**src/rtl/wisc_trace_pkg.sv**
```systemverilog
// Shared types for the WISC retire monitor: record layout, FSM states, default sizes.
// The record struct is laid out with the default widths below.
package wisc_trace_pkg;

  localparam int ARCH_WIDTH_DEF = 16;
  localparam int REG_WIDTH_DEF  = 4;
  localparam int FIFO_DEPTH_DEF = 4;

  typedef enum logic [1:0] {
    ST_RUN     = 2'd0,
    ST_DRAIN   = 2'd1,
    ST_HALTED  = 2'd2
  } mon_state_e;

  typedef struct packed {
    logic [ARCH_WIDTH_DEF-1:0] pc;
    logic [ARCH_WIDTH_DEF-1:0] inst;
    logic                      regwrite;
    logic [REG_WIDTH_DEF-1:0]  wreg;
    logic [ARCH_WIDTH_DEF-1:0] wdata;
    logic                      memread;
    logic                      memwrite;
    logic [ARCH_WIDTH_DEF-1:0] memaddr;
    logic [ARCH_WIDTH_DEF-1:0] memdin;
    logic [ARCH_WIDTH_DEF-1:0] memdout;
    logic                      halt;
  } ret_rec_t;

  // Saturating increment used by the performance counters.
  function automatic logic [31:0] sat_inc(input logic [31:0] v, input logic en);
    return (en && (v != 32'hFFFF_FFFF)) ? v + 32'd1 : v;
  endfunction

endpackage

```
**src/rtl/wisc_retire_fifo.sv**
```systemverilog
// Generic synchronous FIFO of records with full/empty/count status.
// DEPTH must be a power of two so the pointers wrap naturally.
module wisc_retire_fifo #(
  parameter type rec_t = logic [7:0],
  parameter int  DEPTH = 4
) (
  input  logic                     clk,
  input  logic                     rst_n,
  input  logic                     push,
  input  logic                     pop,
  input  rec_t                     wr_rec,
  output rec_t                     rd_rec,
  output logic                     full,
  output logic                     empty,
  output logic [$clog2(DEPTH):0]   count
);

  localparam int             PW       = $clog2(DEPTH);
  localparam logic [PW:0]    FULL_CNT = DEPTH[PW:0];

  logic [PW-1:0] wr_ptr_q, wr_ptr_d;
  logic [PW-1:0] rd_ptr_q, rd_ptr_d;
  logic [PW:0]   count_q, count_d;
  logic          push_ok, pop_ok;
  rec_t          mem_q [DEPTH];

  assign full    = (count_q == FULL_CNT);
  assign empty   = (count_q == '0);
  assign count   = count_q;
  assign push_ok = push && !full;
  assign pop_ok  = pop && !empty;
  assign rd_rec  = mem_q[rd_ptr_q];

  // NOTE: every always_comb output gets a default first so no path can infer a latch.
  always_comb begin
    wr_ptr_d = wr_ptr_q;
    rd_ptr_d = rd_ptr_q;
    count_d  = count_q;
    if (push_ok) wr_ptr_d = wr_ptr_q + 1'b1;
    if (pop_ok)  rd_ptr_d = rd_ptr_q + 1'b1;
    if (push_ok && !pop_ok)      count_d = count_q + 1'b1;
    else if (pop_ok && !push_ok) count_d = count_q - 1'b1;
  end

  // NOTE: sequential state uses non-blocking assignments so all flops update together.
  always_ff @(posedge clk or negedge rst_n) begin
    if (!rst_n) begin
      wr_ptr_q <= '0;
      rd_ptr_q <= '0;
      count_q  <= '0;
    end else begin
      wr_ptr_q <= wr_ptr_d;
      rd_ptr_q <= rd_ptr_d;
      count_q  <= count_d;
    end
  end

  // NOTE: storage is deliberately not reset; clearing the pointers already discards it.
  always_ff @(posedge clk) begin
    if (push_ok) mem_q[wr_ptr_q] <= wr_rec;
  end

endmodule

```
**src/rtl/wisc_retire_monitor.sv**
```systemverilog
// Retire-trace monitor: buffers retiring instructions, drains on HLT, flags mem protocol errors.
// Optional performance counters are enabled with `define WISC_RETIRE_PERF_EN.
module wisc_retire_monitor
  import wisc_trace_pkg::*;
#(
  parameter int ARCH_WIDTH = ARCH_WIDTH_DEF,
  parameter int REG_WIDTH  = REG_WIDTH_DEF,
  parameter int FIFO_DEPTH = FIFO_DEPTH_DEF
) (
  input  logic                  clk,
  input  logic                  rst_n,
  input  logic                  ret_valid,
  output logic                  ret_ready,
  input  logic [ARCH_WIDTH-1:0] ret_pc,
  input  logic [ARCH_WIDTH-1:0] ret_inst,
  input  logic                  ret_regwrite,
  input  logic [REG_WIDTH-1:0]  ret_wreg,
  input  logic [ARCH_WIDTH-1:0] ret_wdata,
  input  logic                  ret_memread,
  input  logic                  ret_memwrite,
  input  logic [ARCH_WIDTH-1:0] ret_memaddr,
  input  logic [ARCH_WIDTH-1:0] ret_memdin,
  input  logic [ARCH_WIDTH-1:0] ret_memdout,
  input  logic                  ret_halt,
  output logic                  rec_valid,
  input  logic                  rec_ready,
  output logic [ARCH_WIDTH-1:0] rec_pc,
  output logic [ARCH_WIDTH-1:0] rec_inst,
  output logic                  rec_regwrite,
  output logic [REG_WIDTH-1:0]  rec_wreg,
  output logic [ARCH_WIDTH-1:0] rec_wdata,
  output logic                  rec_memread,
  output logic                  rec_memwrite,
  output logic [ARCH_WIDTH-1:0] rec_memaddr,
  output logic [ARCH_WIDTH-1:0] rec_memdin,
  output logic [ARCH_WIDTH-1:0] rec_memdout,
  output logic                  rec_halt,
  output logic                  halted,
  output logic                  err,
  output logic [31:0]           cycle_cnt,
  output logic [31:0]           inst_cnt,
  output logic [31:0]           bp_cnt
);

  localparam int          CW      = $clog2(FIFO_DEPTH) + 1;
  localparam logic [CW-1:0] CNT_ONE = CW'(1);

  mon_state_e    state_q, state_d;
  logic          err_q, err_d;
  ret_rec_t      push_rec, head_rec;
  logic          fifo_full, fifo_empty;
  logic [CW-1:0] fifo_count;
  logic          push, pop;

  // Ready depends only on registered state, never on ret_valid.
  assign ret_ready = (state_q == ST_RUN) && !fifo_full;
  assign push      = ret_valid && ret_ready;
  assign rec_valid = !fifo_empty;
  assign pop       = rec_valid && rec_ready;
  assign halted    = (state_q == ST_HALTED);
  assign err       = err_q;

  assign push_rec = '{pc: ret_pc, inst: ret_inst, regwrite: ret_regwrite, wreg: ret_wreg,
                      wdata: ret_wdata, memread: ret_memread, memwrite: ret_memwrite,
                      memaddr: ret_memaddr, memdin: ret_memdin, memdout: ret_memdout,
                      halt: ret_halt};

  wisc_retire_fifo #(
    .rec_t (ret_rec_t),
    .DEPTH (FIFO_DEPTH)
  ) u_fifo (
    .clk    (clk),
    .rst_n  (rst_n),
    .push   (push),
    .pop    (pop),
    .wr_rec (push_rec),
    .rd_rec (head_rec),
    .full   (fifo_full),
    .empty  (fifo_empty),
    .count  (fifo_count)
  );

  assign rec_pc       = head_rec.pc;
  assign rec_inst     = head_rec.inst;
  assign rec_regwrite = head_rec.regwrite;
  assign rec_wreg     = head_rec.wreg;
  assign rec_wdata    = head_rec.wdata;
  assign rec_memread  = head_rec.memread;
  assign rec_memwrite = head_rec.memwrite;
  assign rec_memaddr  = head_rec.memaddr;
  assign rec_memdin   = head_rec.memdin;
  assign rec_memdout  = head_rec.memdout;
  assign rec_halt     = head_rec.halt;

  // DRAIN admits no pushes, so the last pop out of a one-entry FIFO empties it.
  always_comb begin
    state_d = state_q;
    err_d   = err_q | (push && ret_memread && ret_memwrite);
    unique case (state_q)
      ST_RUN:    if (push && ret_halt) state_d = ST_DRAIN;
      ST_DRAIN:  if (pop && (fifo_count == CNT_ONE)) state_d = ST_HALTED;
      ST_HALTED: state_d = ST_HALTED;
      default:   state_d = ST_RUN;
    endcase
  end

  always_ff @(posedge clk or negedge rst_n) begin
    if (!rst_n) begin
      state_q <= ST_RUN;
      err_q   <= 1'b0;
    end else begin
      state_q <= state_d;
      err_q   <= err_d;
    end
  end

`ifdef WISC_RETIRE_PERF_EN
  logic [31:0] cycle_cnt_q, cycle_cnt_d;
  logic [31:0] inst_cnt_q, inst_cnt_d;
  logic [31:0] bp_cnt_q, bp_cnt_d;

  always_comb begin
    cycle_cnt_d = sat_inc(cycle_cnt_q, state_q != ST_HALTED);
    inst_cnt_d  = sat_inc(inst_cnt_q, push);
    bp_cnt_d    = sat_inc(bp_cnt_q, (state_q == ST_RUN) && ret_valid && !ret_ready);
  end

  always_ff @(posedge clk or negedge rst_n) begin
    if (!rst_n) begin
      cycle_cnt_q <= '0;
      inst_cnt_q  <= '0;
      bp_cnt_q    <= '0;
    end else begin
      cycle_cnt_q <= cycle_cnt_d;
      inst_cnt_q  <= inst_cnt_d;
      bp_cnt_q    <= bp_cnt_d;
    end
  end

  assign cycle_cnt = cycle_cnt_q;
  assign inst_cnt  = inst_cnt_q;
  assign bp_cnt    = bp_cnt_q;
`else
  assign cycle_cnt = '0;
  assign inst_cnt  = '0;
  assign bp_cnt    = '0;
`endif

endmodule

```
**config.mk**
```make
export PLATFORM = sky130hd
export DESIGN_NAME = wisc_retire_monitor
export DESIGN_NICKNAME = d
export VERILOG_FILES = /design/src/rtl/wisc_trace_pkg.sv /design/src/rtl/wisc_retire_fifo.sv /design/src/rtl/wisc_retire_monitor.sv
export SDC_FILE = /design/constraint.sdc
export NUM_CORES = 1
export LEC_CHECK = 0
export CAP_MARGIN = 20
export CORE_MARGIN = 4
export CORE_UTILIZATION = 25
export CTS_CLUSTER_DIAMETER = 30
export DETAILED_ROUTE_END_ITERATION = 8
export HOLD_SLACK_MARGIN = 0.05
export PLACE_DENSITY = 0.4
export SKIP_LAST_GASP = 1
export SLEW_MARGIN = 20
export SYNTH_ARGS = -nofsm -noshare
export SYNTH_HDL_FRONTEND = slang
export SYNTH_SLANG_ARGS = --single-unit
```
**constraint.sdc**
```tcl
create_clock -name clk -period 4.4 [get_ports clk]
set_input_delay 0.88 -clock clk [delete_from_list [all_inputs] [get_ports clk]]
set_output_delay 0.88 -clock clk [all_outputs]
set_load 0.02 [all_outputs]
```
Yosys cells after proc, flatten, opt, wreduce, memory -nomap -nowiden
Memory sizes are Yosys's and may differ from the RTL's.
Cells that the tools add are included.
Widths: inputs -> output; s select.
{"block": "word_totals", "word_cells": 43, "ram_bits": 416, "regBits": 10, "in_bits": 108, "memories": 1, "out_inout_bits": 204}
{"memory": "u_fifo.mem_q", "words": 4, "word_bits": 104, "rd": 1, "rd_ports_with_merged_regs": 0, "wr": 1, "line_no": "wisc_retire_fifo.sv:25", "source": "rec_t mem_q [DEPTH];"}
{"block": "op_classes", "n_eq_ne": 6, "n_reduce_logical": 19, "addsub": 4, "muxes": 7, "bitwise": 1}
{"cell": "$logic_and 1x1->1", "count": 11}
{"cell": "$mux 3", "count": 2}
{"cell": "$pmux 2 s3", "count": 1}
{"cell": "$add 2x1->2 const B", "count": 2}
{"cell": "$logic_not 1->1", "count": 4}
{"cell": "$mux 2", "count": 2}
{"cell": "$add 3x1->3 const B", "count": 1}
{"cell": "$eq 3x1->1 const B", "count": 1}
{"cell": "$eq 3x3->1 const B", "count": 1}
{"cell": "$logic_not 3->1", "count": 1}
{"cell": "$sub 3x1->3 const B", "count": 1}
{"cell": "$eq 2x1->1 const B", "count": 1}
{"cell": "$eq 2x2->1 const B", "count": 1}
{"cell": "$logic_not 2->1", "count": 1}
{"cell": "$mux 1", "count": 2}
{"cell": "$ne 2x1->1 const B", "count": 1}
{"cell": "$ne 2x2->1 const B", "count": 1}
{"cell": "$reduce_and 2->1", "count": 1}
{"cell": "$reduce_bool 2->1", "count": 1}
{"cell": "$or 1x1->1", "count": 1}

Longest topological paths before layout
{"block": "logic_depth", "ltp_word": 9, "depth_mapped": 9, "depth_no_buf": 8}

Hierarchy
A second synthesis with hierarchy kept.
{"block": "hier_totals", "cells_unflattened": 704, "area_unflattened_um2": 16418.2}
{"mod": "wisc_retire_fifo", "instances": 1, "area_each_um2": 15413.5, "seq_area_each_um2": 12667.1, "cells_per_inst": 580}
{"mod": "wisc_retire_monitor", "instances": 1, "area_each_um2": 1004.7, "seq_area_each_um2": 75.1, "cells_per_inst": 124}

Least setup slack after synthesis
OpenSTA, ideal clock, no wires.
{"block": "synth_timing", "kind": "register to register", "from": "register u_fifo.count_q[0], in the netlist u_fifo.count[0]", "to": "memory u_fifo.mem_q[0][0] in the netlist's numbering, enable pin", "slack_ns": 0.391, "required_ns": 3.924, "path_buffers": 0, "t_arrival_ns": 3.534, "synth_period_minus_slack_ns": 4.009, "path_stages_with_launch": 5, "setup_time_ns": 0.476, "path_cell_list": "dfrtp_1 inv_1 ha_1 a21boi_2 and3_1"}
{"block": "synth_between", "elab_chain_cells": 7}
{"element": "from (decl)", "line_no": "wisc_retire_fifo.sv:23", "source": "logic [PW:0] count_q, count_d;"}
{"element": "from (signal assigned)", "line_no": "wisc_retire_fifo.sv:54", "source": "count_q <= count_d;"}
{"element": "$eq 3x3->1", "line_no": "wisc_retire_fifo.sv:27", "source": "assign full = (count_q == FULL_CNT);"}
{"element": "$logic_not 1->1", "line_no": "wisc_retire_monitor.sv:56", "source": "assign ret_ready = (state_q == ST_RUN) && !fifo_full;"}
{"element": "$logic_and 1x1->1", "line_no": "wisc_retire_monitor.sv:56"}
{"element": "net ret_ready", "line_no": "wisc_retire_monitor.sv:13", "source": "output logic ret_ready,"}
{"element": "$logic_and 1x1->1", "line_no": "wisc_retire_monitor.sv:57", "source": "assign push = ret_valid && ret_ready;"}
{"element": "$logic_and 1x1->1", "line_no": "wisc_retire_fifo.sv:30", "source": "assign push_ok = push && !full;"}
{"element": "$mux 1", "line_no": "wisc_retire_fifo.sv:60", "source": "if (push_ok) mem_q[wr_ptr_q] <= wr_rec;"}
{"element": "$mux 1 (implied by the code)", "line_no": "wisc_retire_fifo.sv:60"}
{"element": "to (decl)", "line_no": "wisc_retire_fifo.sv:25"}
The timed path passes the listed nets, and every way through them passes these cells.

Final worst setup path
{"block": "layout_timing", "from": "register u_fifo.rd_ptr_q[0]", "to": "output rec_memdout[15]"}
{"block": "layout_between", "elab_chain_cells": 1}
{"element": "from (decl)", "line_no": "wisc_retire_fifo.sv:22", "source": "logic [PW-1:0] rd_ptr_q, rd_ptr_d;"}
{"element": "from (signal assigned)", "line_no": "wisc_retire_fifo.sv:53", "source": "rd_ptr_q <= rd_ptr_d;"}
{"element": "$mem_v2 4x104"}
{"element": "to (decl)", "line_no": "wisc_retire_monitor.sv:36", "source": "output logic [ARCH_WIDTH-1:0] rec_memdout,"}
No other way between the ends.

==> results.txt <==
Of all cell types, the one taking the most synthesized area is sky130_fd_sc_hd__edfxtp_1. The critical hold path startpoint is err. The top-level port count is 312.

Of the total power, the clock network draws around 44%. The cell area after synthesis is between 15000 and 20000 sq um. The number of rows created at floorplan came out at 93. Sorting the synthesized cells by area gives the leading types as sky130_fd_sc_hd__edfxtp_1, sky130_fd_sc_hd__mux4_2, sky130_fd_sc_hd__buf_4. The worst register-to-register path ends at u_fifo.mem_q[3][66]. The insertion delay of the later-clocked pin in the worst-skew pair is 630 ps. The number of max-capacitance violations reported came out at 0. The width of the die is 264 um. The wire-length estimate of the detail-placed layout is between 20 and 25 mm.

The layout-stage area growth over the synthesis result is 40.4%. The final critical-path share of the clock period came out at a little over four fifths. The sequential cell area came out at 12700 sq um. The die area is approximately 70000 sq um.

The post-layout total power is ~17 mW. The net count of the finished layout came out at around 1100. In this run, synthesis produced a sequential element count of 426. The kind of capture point of the worst setup path is an output pin. The data required time at the worst endpoint is about 3500 ps.

The synthesized design devotes to its leading area cell type around three quarters of total area. The minimum setup slack in the final design is 668 ps. In this run the clock root is driven by a sky130_fd_sc_hd__clkbuf_16.

The die height came out at 264 um. The analysis attributes to cell leakage a power of between 7 and 8 nW. For the pin with the worst max-slew slack, the measured transition is between 800 and 900 ps.

The hold-critical path depth came out at 1. The remaining number of nets flagged by the antenna check after routing came out at 0. The hold violation total from the final report was 0. The final hold slack came out at between 400 and 500 ps. The arrival time of the worst setup path came out at 2850 ps. The flow ran to the end, and the final reports show no timing, DRC or antenna violations.

In this run the tool buffered the top-level ports with 215 buffer cells. After synthesis, the share of flip-flops with an asynchronous set or reset is 2.35%. The iteration-0 DRC count of the detailed router came out at between 300 and 400. The initial standard-cell utilization of the core is between 20 and 30%.

The number of global-route vias before repair came out at around 9000. The footprint of the multi-input gates is roughly 3100 sq um. The share of synthesized area occupied by flip-flops and latches is 77.9%. In this run, the combinational gates consume a little over a quarter of the power. Across the routed clock network, the largest skew measured is 22.9 ps.

The number of buffers on the longest clock path is 3. The maximum vdd drop came out at about 360 uV. For flop-to-flop paths, the worst setup slack is 1980 ps. In this run the worst path has a maximum fanout of 32. After layout, the minimum clock period comes to 3730 ps.

The sum of overflow across all layers after global routing is 0. The global-route total usage across every layer is 10.9%. Measured in cells, the most critical reg-to-reg path has a length of 5. In this run the critical register-to-register path is launched from u_fifo.count[0]. The max-slew violation total from the final report is 0. The worst setup path category is reg2out. The first global-routing pass estimated 56.5 mm of wire. Buffers inserted during clock tree synthesis total around 110. Buffers inserted to repair hold after CTS numbered 0. The post-synthesis cell type count is 26.

The number of vias after detailed routing is 7803. The highest clock rate is around 270 MHz. Clock-pin slew was measured on the worst setup and hold paths at about 40 ps. The buffer count from post-CTS setup fixing came out at 0. The congestion estimate from routability-driven global placement came to 0.644.

After detailed routing, the number of remaining DRC violations is 0. The count of filler cells inserted in the layout came out at 6016. The total area inside the core boundary comes to ~65000 sq um. The number of enable-type register cells in the synthesized netlist is 416. The total net switching power is 4.93 mW. The TritonCTS clock tree is yes.

The primary flip-flop cell chosen by synthesis mapping is sky130_fd_sc_hd__edfxtp_1. The worst hold path terminates at err. The end-of-flow core utilization came out at roughly 36%. The internal power is roughly 13 mW. The pin count of the biggest net entering global routing came out at between 70 and 80. In the routed layout, each cell is associated on average with a via count of approximately 4. The fraction of final layout cells sized beyond drive strength 1 is between 20% and 30%.

The path class of the tightest hold or removal check is reg2reg. The net switching fraction of the power came out at between 20 and 30%. In this run the tightest slew margin relative to its limit is a little over two fifths. The initial antenna violation count came out at 4. The worst slack at placement came out at about 1200 ps. The mean post-synth cell area came out at around 23 sq um. The count of clock tree sinks is between 400 and 500. Setup violations remaining at the end of the flow were counted as 0. For this run, the number of Yosys warnings is 0. The routed length per placed instance came out at 19.5 um.

The final layout contains routed wiring with a total length of between 30 and 40 mm. The first-pass detailed-route iteration total came out at 4. The sequential cell fraction of total power came out at between 20 and 30%. For the final routed database, the setup TNS stands at 0 ps. The number of resized instances in the post-cts repair step is 0. In this run the power density over the cells is ~760 nW/um^2. The synthesized instance count is about 700. The H-tree depth came out at 3. The total inserted antenna cells came out at 0.

Setup repair after global routing left no endpoint under its margin. The worst setup path is launched from a register.
## cell families (layout without fill, tap and decap cells)
family                   Yosys count  count (layout)  share of synthesized area (%)
adder cells (fa/ha/maj)           13              13                          0.994
AND/OR/NAND/NOR                   14              14                          0.474
other                              1              96                         0.0229
buffers and inverters            127             437                           5.57
flip-flops                       426             426                           77.9
multiplexers                     107             107                           14.5
AO/OA/AOI/OAI                      5               5                          0.237
XOR/XNOR                           6               6                          0.321
## power groups by stage
stage | registers [mW] | logic (mW) | clock network (mW)
2_1_floorplan | 5.18 | 2.82 | 0
3_3_place_gp | 5.25 | 4.71 | 0
3_5_place_dp | 5.26 | 4.68 | 0
4_1_cts | 5.20 | 4.71 | 7.92
5_1_grt | 5.22 | 4.87 | 8.18
6_report | 5.18 | 4.55 | 7.70
## sequential cells by signal, summed over array words and instances (netlist names)
| signal | count |
|---|---|
| u_fifo.wr_ptr_q | 2 |
| u_fifo.mem_q | 416 |
| u_fifo.rd_ptr_q | 2 |
| err | 1 |
| state_q | 2 |
| u_fifo.count | 3 |
## cell usage after synthesis, types with 2 or more instances
| cell | n |
|---|---|
| sky130_fd_sc_hd__ha_1 | 13 |
| sky130_fd_sc_hd__buf_2 | 13 |
| sky130_fd_sc_hd__clkbuf_1 | 5 |
| sky130_fd_sc_hd__o21ai_0 | 2 |
| sky130_fd_sc_hd__xor2_1 | 2 |
| sky130_fd_sc_hd__and3_1 | 4 |
| sky130_fd_sc_hd__mux2_2 | 2 |
| sky130_fd_sc_hd__edfxtp_1 | 416 |
| sky130_fd_sc_hd__dfrtp_1 | 10 |
| sky130_fd_sc_hd__xnor2_1 | 4 |
| sky130_fd_sc_hd__nand3_1 | 2 |
| sky130_fd_sc_hd__nand2_1 | 4 |
| sky130_fd_sc_hd__buf_6 | 5 |
| sky130_fd_sc_hd__mux4_2 | 104 |
| sky130_fd_sc_hd__buf_4 | 97 |
| sky130_fd_sc_hd__inv_1 | 6 |
## worst max-delay path by stage
stage,startpoint,endpoint
global route,u_fifo.rd_ptr_q[0],rec_memdout[15]
global placement,u_fifo.rd_ptr_q[0],rec_memdout[15]
CTS,u_fifo.rd_ptr_q[1],rec_wreg[2]
floorplan,u_fifo.count[0],u_fifo.mem_q[0][0]
finish,u_fifo.rd_ptr_q[0],rec_memdout[15]
detailed placement,u_fifo.rd_ptr_q[1],rec_memread
## through the flow
stage	area, sq um	std cells
2_1_floorplan	16700	794
3_3_place_gp	19300	1757
3_5_place_dp	19300	1757
4_1_cts	23000	1959
5_1_grt	23000	1959
6_report	23000	1959
## critical path, cell delays in order (launching register included)
cell and delay, ps:
sky130_fd_sc_hd__dfrtp_4 410, sky130_fd_sc_hd__buf_4 600, sky130_fd_sc_hd__mux4_2 590, sky130_fd_sc_hd__clkdlybuf4s50_1 630
## layout make-up
| class | instances | share of cell area [%] |
|---|---|---|
| clock inverters | 82 | 3.84 |
| flip-flops and latches | 426 | 55.5 |
| clock buffers | 120 | 12.1 |
| multi-input cells | 241 | 13.4 |
| inverters | 6 | 0.0981 |
| repair buffers | 229 | 10.3 |
| well taps | 855 | 4.66 |
## metal layers
| metal | share of wire, % | routed length [um] | vias up | GRT usage, % |
|---|---|---|---|---|
| li1 | - | - | 3375 | - |
| met3 | 7.3 | 2790 | 71 | 3.99 |
| met4 | 2.2 | 845 | 8 | 4.51 |
| met5 | 0.15 | 57 | - | 0 |
| met2 | 51 | 19400 | 264 | 18.3 |
| met1 | 40 | 15200 | 4085 | 12.5 |
## placed cells by master (no fill, tap or decap), types with 2 or more instances in the layout
cell / n
sky130_fd_sc_hd__and3_4: 4
sky130_fd_sc_hd__buf_12: 9
sky130_fd_sc_hd__buf_4: 5
sky130_fd_sc_hd__bufinv_16: 14
sky130_fd_sc_hd__clkbuf_1: 9
sky130_fd_sc_hd__clkbuf_16: 109
sky130_fd_sc_hd__clkbuf_8: 2
sky130_fd_sc_hd__clkdlybuf4s50_1: 215
sky130_fd_sc_hd__clkinv_1: 13
sky130_fd_sc_hd__clkinv_2: 29
sky130_fd_sc_hd__clkinv_4: 8
sky130_fd_sc_hd__clkinv_8: 3
sky130_fd_sc_hd__clkinvlp_4: 12
sky130_fd_sc_hd__conb_1: 96
sky130_fd_sc_hd__dfrtp_1: 8
sky130_fd_sc_hd__dfrtp_4: 2
sky130_fd_sc_hd__edfxtp_1: 416
sky130_fd_sc_hd__ha_1: 13
sky130_fd_sc_hd__inv_1: 6
sky130_fd_sc_hd__mux2_2: 2
sky130_fd_sc_hd__mux4_2: 104
sky130_fd_sc_hd__nand2_1: 4
sky130_fd_sc_hd__nand3_1: 2
sky130_fd_sc_hd__o21ai_0: 2
sky130_fd_sc_hd__xnor2_1: 4
sky130_fd_sc_hd__xor2_1: 2
No activity file was read; power rests on OpenSTA's default activity.
